--- src/rtl/loop_filter_pi.sv ---
// Second-order PI loop filter: integrates the phase error with gain 2^-c2, adds a 2^-c1
// proportional term and issues one saturated frequency word every UPDATE_DIV enabled clocks.
module loop_filter_pi #(
    parameter int unsigned DW         = 27,
    parameter int unsigned OW         = 27,
    parameter int unsigned AW         = 32,
    parameter int unsigned UPDATE_DIV = 8,
    parameter int unsigned SW         = 5
) (
    input  logic                 clk,
    input  logic                 rst,
    input  logic                 en,
    input  logic                 clr,
    input  logic                 hold,
    input  logic [SW-1:0]        c1_shift,
    input  logic [SW-1:0]        c2_shift,
    input  logic signed [DW-1:0] pd,
    output logic signed [OW-1:0] frequency_df,
    output logic                 df_valid,
    output logic                 int_sat
);

    localparam int unsigned CW = $clog2(UPDATE_DIV);
    localparam logic [CW-1:0] CNT_LAST = CW'(UPDATE_DIV - 1);
    localparam logic [CW-1:0] CNT_OUT  = CW'(1);

    localparam logic signed [AW-1:0] AW_MAX = {1'b0, {(AW-1){1'b1}}};
    localparam logic signed [AW-1:0] AW_MIN = {1'b1, {(AW-1){1'b0}}};
    localparam logic signed [OW-1:0] OW_MAX = {1'b0, {(OW-1){1'b1}}};
    localparam logic signed [OW-1:0] OW_MIN = {1'b1, {(OW-1){1'b0}}};
    localparam logic signed [AW:0]   OW_MAX_X = {{(AW-OW+2){1'b0}}, {(OW-1){1'b1}}};
    localparam logic signed [AW:0]   OW_MIN_X = {{(AW-OW+2){1'b1}}, {(OW-1){1'b0}}};

    logic [CW-1:0]        cnt, cnt_nxt;
    logic signed [AW-1:0] sum, sum_nxt;
    logic signed [DW-1:0] pd_s, pd_s_nxt;
    logic signed [OW-1:0] df_nxt;
    logic                 valid_nxt;
    logic                 sat_nxt;

    // Datapath runs one bit wider than the integrator so no sum can wrap before clamping.
    logic signed [AW:0]   pd_x, pd_s_x;
    logic signed [AW:0]   int_term, prop_term;
    logic signed [AW:0]   acc_raw, out_raw;
    logic                 acc_clamp;
    logic signed [AW-1:0] acc_sat;
    logic                 out_hi, out_lo;
    logic signed [OW-1:0] out_sat;

    assign pd_x      = (AW+1)'(pd);
    assign pd_s_x    = (AW+1)'(pd_s);
    assign int_term  = pd_x >>> c2_shift;
    assign prop_term = pd_s_x >>> c1_shift;
    assign acc_raw   = (AW+1)'(sum) + int_term;
    assign out_raw   = (AW+1)'(sum) + prop_term;

    // Integrator rail clamp: top two bits disagree only when the AW-bit range is exceeded.
    assign acc_clamp = acc_raw[AW] != acc_raw[AW-1];
    assign acc_sat   = acc_clamp ? (acc_raw[AW] ? AW_MIN : AW_MAX) : acc_raw[AW-1:0];

    assign out_hi  = out_raw > OW_MAX_X;
    assign out_lo  = out_raw < OW_MIN_X;
    assign out_sat = out_hi ? OW_MAX : (out_lo ? OW_MIN : out_raw[OW-1:0]);

    // Next-state: clr beats en; integrate at phase 0, publish at phase 1.
    always_comb begin
        cnt_nxt   = cnt;
        sum_nxt   = sum;
        pd_s_nxt  = pd_s;
        df_nxt    = frequency_df;
        valid_nxt = 1'b0;
        sat_nxt   = int_sat;
        if (clr) begin
            cnt_nxt = '0;
            sum_nxt = '0;
            df_nxt  = '0;
            sat_nxt = 1'b0;
        end else if (en) begin
            cnt_nxt = (cnt == CNT_LAST) ? '0 : cnt + CW'(1);
            if (cnt == '0) begin
                pd_s_nxt = pd;
                if (!hold) begin
                    sum_nxt = acc_sat;
                    if (acc_clamp) begin
                        sat_nxt = 1'b1;
                    end
                end
            end
            if (cnt == CNT_OUT) begin
                df_nxt    = out_sat;
                valid_nxt = 1'b1;
            end
        end
    end

    always_ff @(posedge clk or negedge rst) begin
        if (!rst) begin
            cnt          <= '0;
            sum          <= '0;
            pd_s         <= '0;
            frequency_df <= '0;
            df_valid     <= 1'b0;
            int_sat      <= 1'b0;
        end else begin
            cnt          <= cnt_nxt;
            sum          <= sum_nxt;
            pd_s         <= pd_s_nxt;
            frequency_df <= df_nxt;
            df_valid     <= valid_nxt;
            int_sat      <= sat_nxt;
        end
    end

endmodule

--- config.mk ---
export PLATFORM = sky130hd
export DESIGN_NAME = loop_filter_pi
export DESIGN_NICKNAME = d
export VERILOG_FILES = /design/src/rtl/loop_filter_pi.sv
export SDC_FILE = /design/constraint.sdc
export NUM_CORES = 1
export LEC_CHECK = 0
export ABC_AREA = 0
export CORE_ASPECT_RATIO = 0.6
export CORE_MARGIN = 2
export CORE_UTILIZATION = 50
export CTS_BUF_LIST = sky130_fd_sc_hd__clkbuf_8
export CTS_CLUSTER_DIAMETER = 150
export DETAILED_ROUTE_END_ITERATION = 8
export GPL_ROUTABILITY_DRIVEN = 0
export PLACE_DENSITY = 0.69
export SLEW_MARGIN = 15
export SYNTH_ARGS = -nofsm -noshare
export SYNTH_HDL_FRONTEND = slang
export SYNTH_SLANG_ARGS = --single-unit
export TNS_END_PERCENT = 30
--- constraint.sdc ---
create_clock -name clk -period 4.5 [get_ports clk]
set_input_delay 0.675 -clock clk [delete_from_list [all_inputs] [get_ports clk]]
set_output_delay 0.675 -clock clk [all_outputs]
set_load 0.05 [all_outputs]
## After elaboration in Yosys (flattened, before gate mapping)

Index checks and enable logic that the tools add are counted.

- Bits of input ports: 42
- Bits in registers: 91
- Output and inout bits: 29

- Shift operators: 2
- Muxes and demuxes: 22
- Reduce and logical (&&, ||, !) cells: 9
- Order comparisons: 2
- Bitwise logic cells: 1
- Add/subtract/negate cells: 3
- Equal/unequal tests: 4

Operators by type and width:

| cell | number |
|---|---|
| two-way mux 32 bit | 6 |
| two-way mux 27 bit | 5 |
| adder 32 x 33 -> 33 bit | 2 |
| >>> shifter 27 x 5 -> 33 bit | 2 |
| > comparator 33 x 27 -> 1 bit (second input constant) | 1 |
| less-than comparator 33 x 27 -> 1 bit (second input constant) | 1 |
| two-way mux 3 bit | 3 |
| two-way mux 1 bit | 8 |
| nonzero test 2 bit | 4 |
| AND reduction 3 bit | 2 |
| AND reduction 4 bit | 1 |
| adder 3 x 1 -> 3 bit (second input constant) | 1 |
| == test 3 x 1 -> 1 bit (second input constant) | 1 |
| == test 3 bit (second input constant) | 1 |
| zero test 3 bit | 1 |
| inequality test 2 bit (second input constant) | 1 |
| AND reduction 2 bit | 1 |
| inequality test 1 bit | 1 |
| NOT 1 bit | 1 |

## Longest topological paths before layout

- Word-level depth: 8
- Depth in mapped cells: 22

## Least setup slack after synthesis

No wires, ideal clock.

- Path type: input -> register
- Start: input port c1_shift[1]
- End: register frequency_df[15]
- Path buffers: 4
- Data arrival time: 4.899 ns
- Cell stages on the path: 19
- Setup slack: -0.541 ns
- Library setup time: 0.142 ns
- Path through: clkbuf_1 buf_1 clkbuf_1 mux4_2 mux2i_1 a21oi_1 o21ai_0 inv_1 ha_1 a211oi_2 o21ai_2 or3b_4 a211oi_2 a2111o_1 a21o_4 xnor2_4 buf_6 a2111oi_2 o221ai_1

- Longest elaborated chain between the ends: 8
- Elaborated cells on any way between the ends: 9

RTL lines:

| item | line | source |
|---|---|---|
| start, declared | 15 | `input logic [SW-1:0] c1_shift,` |
| >>> shifter 27 x 5 -> 33 bit (*) | 53 | `assign prop_term = pd_s_x >>> c1_shift;` |
| adder 32 x 33 -> 33 bit (*) | 55 | `assign out_raw = (AW+1)'(sum) + prop_term;` |
| less-than comparator 33 x 27 -> 1 bit | 62 | `assign out_lo = out_raw < OW_MIN_X;` |
| two-way mux 27 bit | 63 | `assign out_sat = out_hi ? OW_MAX : (out_lo ? OW_MIN : out_raw[OW-1:0]);` |
| two-way mux 27 bit (*) | 63 |  |
| two-way mux 27 bit (*) | 89 | `if (cnt == CNT_OUT) begin` |
| two-way mux 27 bit (*) | 78 | `end else if (en) begin` |
| two-way mux 27 bit (*) | 73 | `if (clr) begin` |
| end signal, assigned | 108 | `frequency_df <= df_nxt;` |
| end, declared | 18 | `output logic signed [OW-1:0] frequency_df,` |

Mark *: on every way between the ends. The rest lies on a longest branch, timed or not. The select of a mux whose other input is x is not followed.
A chain may end at the register's enable or synchronous reset.

## Worst setup path in the final report

- Start: input port c1_shift[1]
- End: register frequency_df[10]

Same word-level chain as after synthesis.

==> run metrics <==
Worst-Margin Slew 0.863 ns; slowest cell delay on critical path 0.35 ns; f_max ~220 MHz; Final min period 4.59 ns; TritonCTS buffer count 9; YS warnings 0; DPL Wire Length 30500 um; number of core rows 41; die width 193 um; Final setup viols 13; core area 0.0211 mm^2; sequential fraction of the synthesis area 0.212; Buf+Inv Stages, Crit Path 5; Clk pin slew, worst setup/hold paths 0.11 ns; startpoint types input pin; Rel. slew slack 0.425; most common cell in the synthesized netlist nand2_1; Combinational Power Share 0.683; total track usage 0.337; Final Cycle Share 1.02; final core utilization 0.729; final worst slack -0.0914 ns; Syn Std Cell Area 0.0108 mm^2; vias in the first global route 11.2k; R2R depth 19; hold crit path type input pin to asynchronous set/reset pin; Skew-Pair Late Insertion Delay between 0.4 and 0.5 ns; Post-synth top cells nand2_1, a21oi_1, nor2_1, o21ai_0, dfrtp_1; critical path fanouts, max 7; Clock power frac 0.118; Synth Flop Type dfrtp_1; unrepaired setup endpoints after global routing true; via density per instance 6.43; Post-Synthesis Cells between 1k and 1.5k; setup tns final -0.559 ns; number of cells on the critical path 21; Synth async-reset ratio 1.00; Routed Antenna Nets 0; Critical Path RT 4.76 ns; Mean Syn Cell Area 7.94 um^2; sw frac 0.465; Yosys top cell by area dfrtp_1; initial cell density of the core 0.510; Initial DRC Count 1937; first-pass GRT wire length 61300 um; antenna violations before repair 0; NumNets Final 1815; overflow left after global routing 0; io pins 71; Int Pwr just under 3 mW; largest net degree at the start of global routing 61; Peak VDD IR 258 uV; LEAKAGE 6.93 nW; Top Family by Delay on Critical Path compound AO/OA/AOI/OAI gates; Post-Syn Nets between 1k and 1.5k; max-cap violation count 0; layout cells sized above 1 0.342; # DRC 0; critical path class input pin to flip-flop; cell breakdown of the critical path buf_6 > clkbuf_16 > and2_1 > nor3_1 > a21oi_2 > mux2i_4 > mux2_4 > o21ai_0 > buf_4 > ha_1 > a21o_1 > o21bai_1 > a21oi_2 > o211ai_2 > buf_4 > o211a_1 > o31ai_4 > nand4_4 > buf_12 > a2111oi_2 > o221ai_1; Setup WS pre-CTS -0.958 ns; Chip Height around 120 um; hold buffers post-CTS 0; top-area cell type share of the netlist area 0.212; H-tree levels 3; clk buf depth 2; 1st-pass router iterations 9; status complete, but fails checks; CP Capture Type flip-flop; final WL 42500 um; slowest cell on the critical path o31ai_4; CP arrival ~4.9 ns; hold_ws 0.327 ns; Psw 2.58 mW; Sequential Power Share 0.199; final hold vios 0; drt wl/cell 21.4 um; Clock Tree Root clkbuf_8; Netlist cell types 90; largest cells by area after synthesis dfrtp_1, ha_1, a21oi_1, nand2_1, mux2_2; PD cells 360 mW/mm^2; Post-synth EDFFs 0; CTS tree done; FF+latch count, synth 91; clk_skew 0.0156 ns; clock sink count 91; Synth-to-Final Area Change 42.8%; via count 12.8k; failing checks negative setup slack; pins over their slew limit 0; PortBufs 70; Die ar. 0.0227 mm^2
[area by class of cell]
cell class,count,area [um^2]
multi-input combinational,1136,8620
fill,1475,5720
timing repair buffer,432,3770
sequential,91,2280
tap,279,349
inverter,33,126
clock buffer,9,124
clock inverter,6,91.3
antenna,1,2.50
[worst register-to-register path: stages (launching register included)]
cell,delay (ns)
dfrtp_1,0.41
and2_1,0.20
nor3_1,0.33
a21oi_2,0.13
mux2i_4,0.19
mux2_4,0.21
o21ai_0,0.10
buf_4,0.16
ha_1,0.19
a21o_1,0.20
o21bai_1,0.20
a21oi_2,0.14
o211ai_2,0.17
buf_4,0.20
o211a_1,0.23
o31ai_4,0.35
nand4_4,0.26
buf_12,0.24
a2111oi_2,0.25
o221ai_1,0.19
[metrics by stage]
stage | std cells | power [mW] | instance area, um^2
2_1_floorplan | 1355 | 2.89 | 10800
3_3_place_gp | 1941 | 4.13 | 14100
3_5_place_dp | 1941 | 4.20 | 14100
4_1_cts | 1967 | 4.99 | 14600
5_1_grt | 1986 | 5.78 | 15400
6_report | 1987 | 5.53 | 15400
[worst paths after layout]
path	slack [ns]	start	endpoint
worst max register to register	0.02	pd_s[19]	frequency_df[10]
worst min register to register	0.49	frequency_df[25]	frequency_df[25]
min in group clk	0.49	frequency_df[25]	frequency_df[25]
max in group asynchronous	3.19	rst	pd_s[16]
worst min-delay path	0.33	rst	sum[11]
worst max-delay path	-0.09	c1_shift[1]	frequency_df[10]
[kinds of logic after synthesis]
kind of cell	synth area share
AOI/OAI and AO/OA	0.287
xor gates and xnor gates	0.0470
adders and majority gates	0.0828
buffers and inverters	0.0502
DFF	0.212
muxes	0.128
and+or+nand+nor	0.193
[power by group through the flow]
stage	logic [mW]	registers (mW)	clock network (mW)
2_1_floorplan	1.77	1.11	0
3_3_place_gp	3.05	1.08	0
3_5_place_dp	3.11	1.08	0
4_1_cts	3.25	1.08	0.653
5_1_grt	3.99	1.11	0.685
6_report	3.78	1.10	0.651
[what timing repair did]
item,4_1_cts,5_1_grt
resized for setup,51,128
pin swaps,9,48
cloned,3,6
buffers inserted,8,12
endpoints found under the setup margin,59,58
[layer usage]
metal,share of wire,vias to the layer above,track usage
met5,0,-,0
met4,0.026,0,0.0553
met3,0.13,130,0.0934
met2,0.40,779,0.453
met1,0.44,6143,0.530
li1,-,5727,-
[flip-flops by register name, indices dropped and copies added (netlist names)]
name / flops
cnt: 3
int_sat: 1
df_valid: 1
sum: 32
pd_s: 27
frequency_df: 27
[layout by cell type, fill, tap and decap left out, types with 15 or more instances in the layout]
cell / n
nand3_1: 25
nor2_1: 128
inv_1: 27
a21oi_1: 120
xor2_1: 20
nand4_1: 19
buf_12: 15
clkdlybuf4s50_1: 58
dfrtp_1: 91
nor3_1: 15
nand2_1: 156
a21oi_2: 19
xnor2_1: 29
o21ai_0: 71
mux2_2: 49
a21o_1: 29
buf_4: 331
ha_1: 64
mux2i_1: 35
o21ai_1: 57
Power figures use the tool's default switching activity.
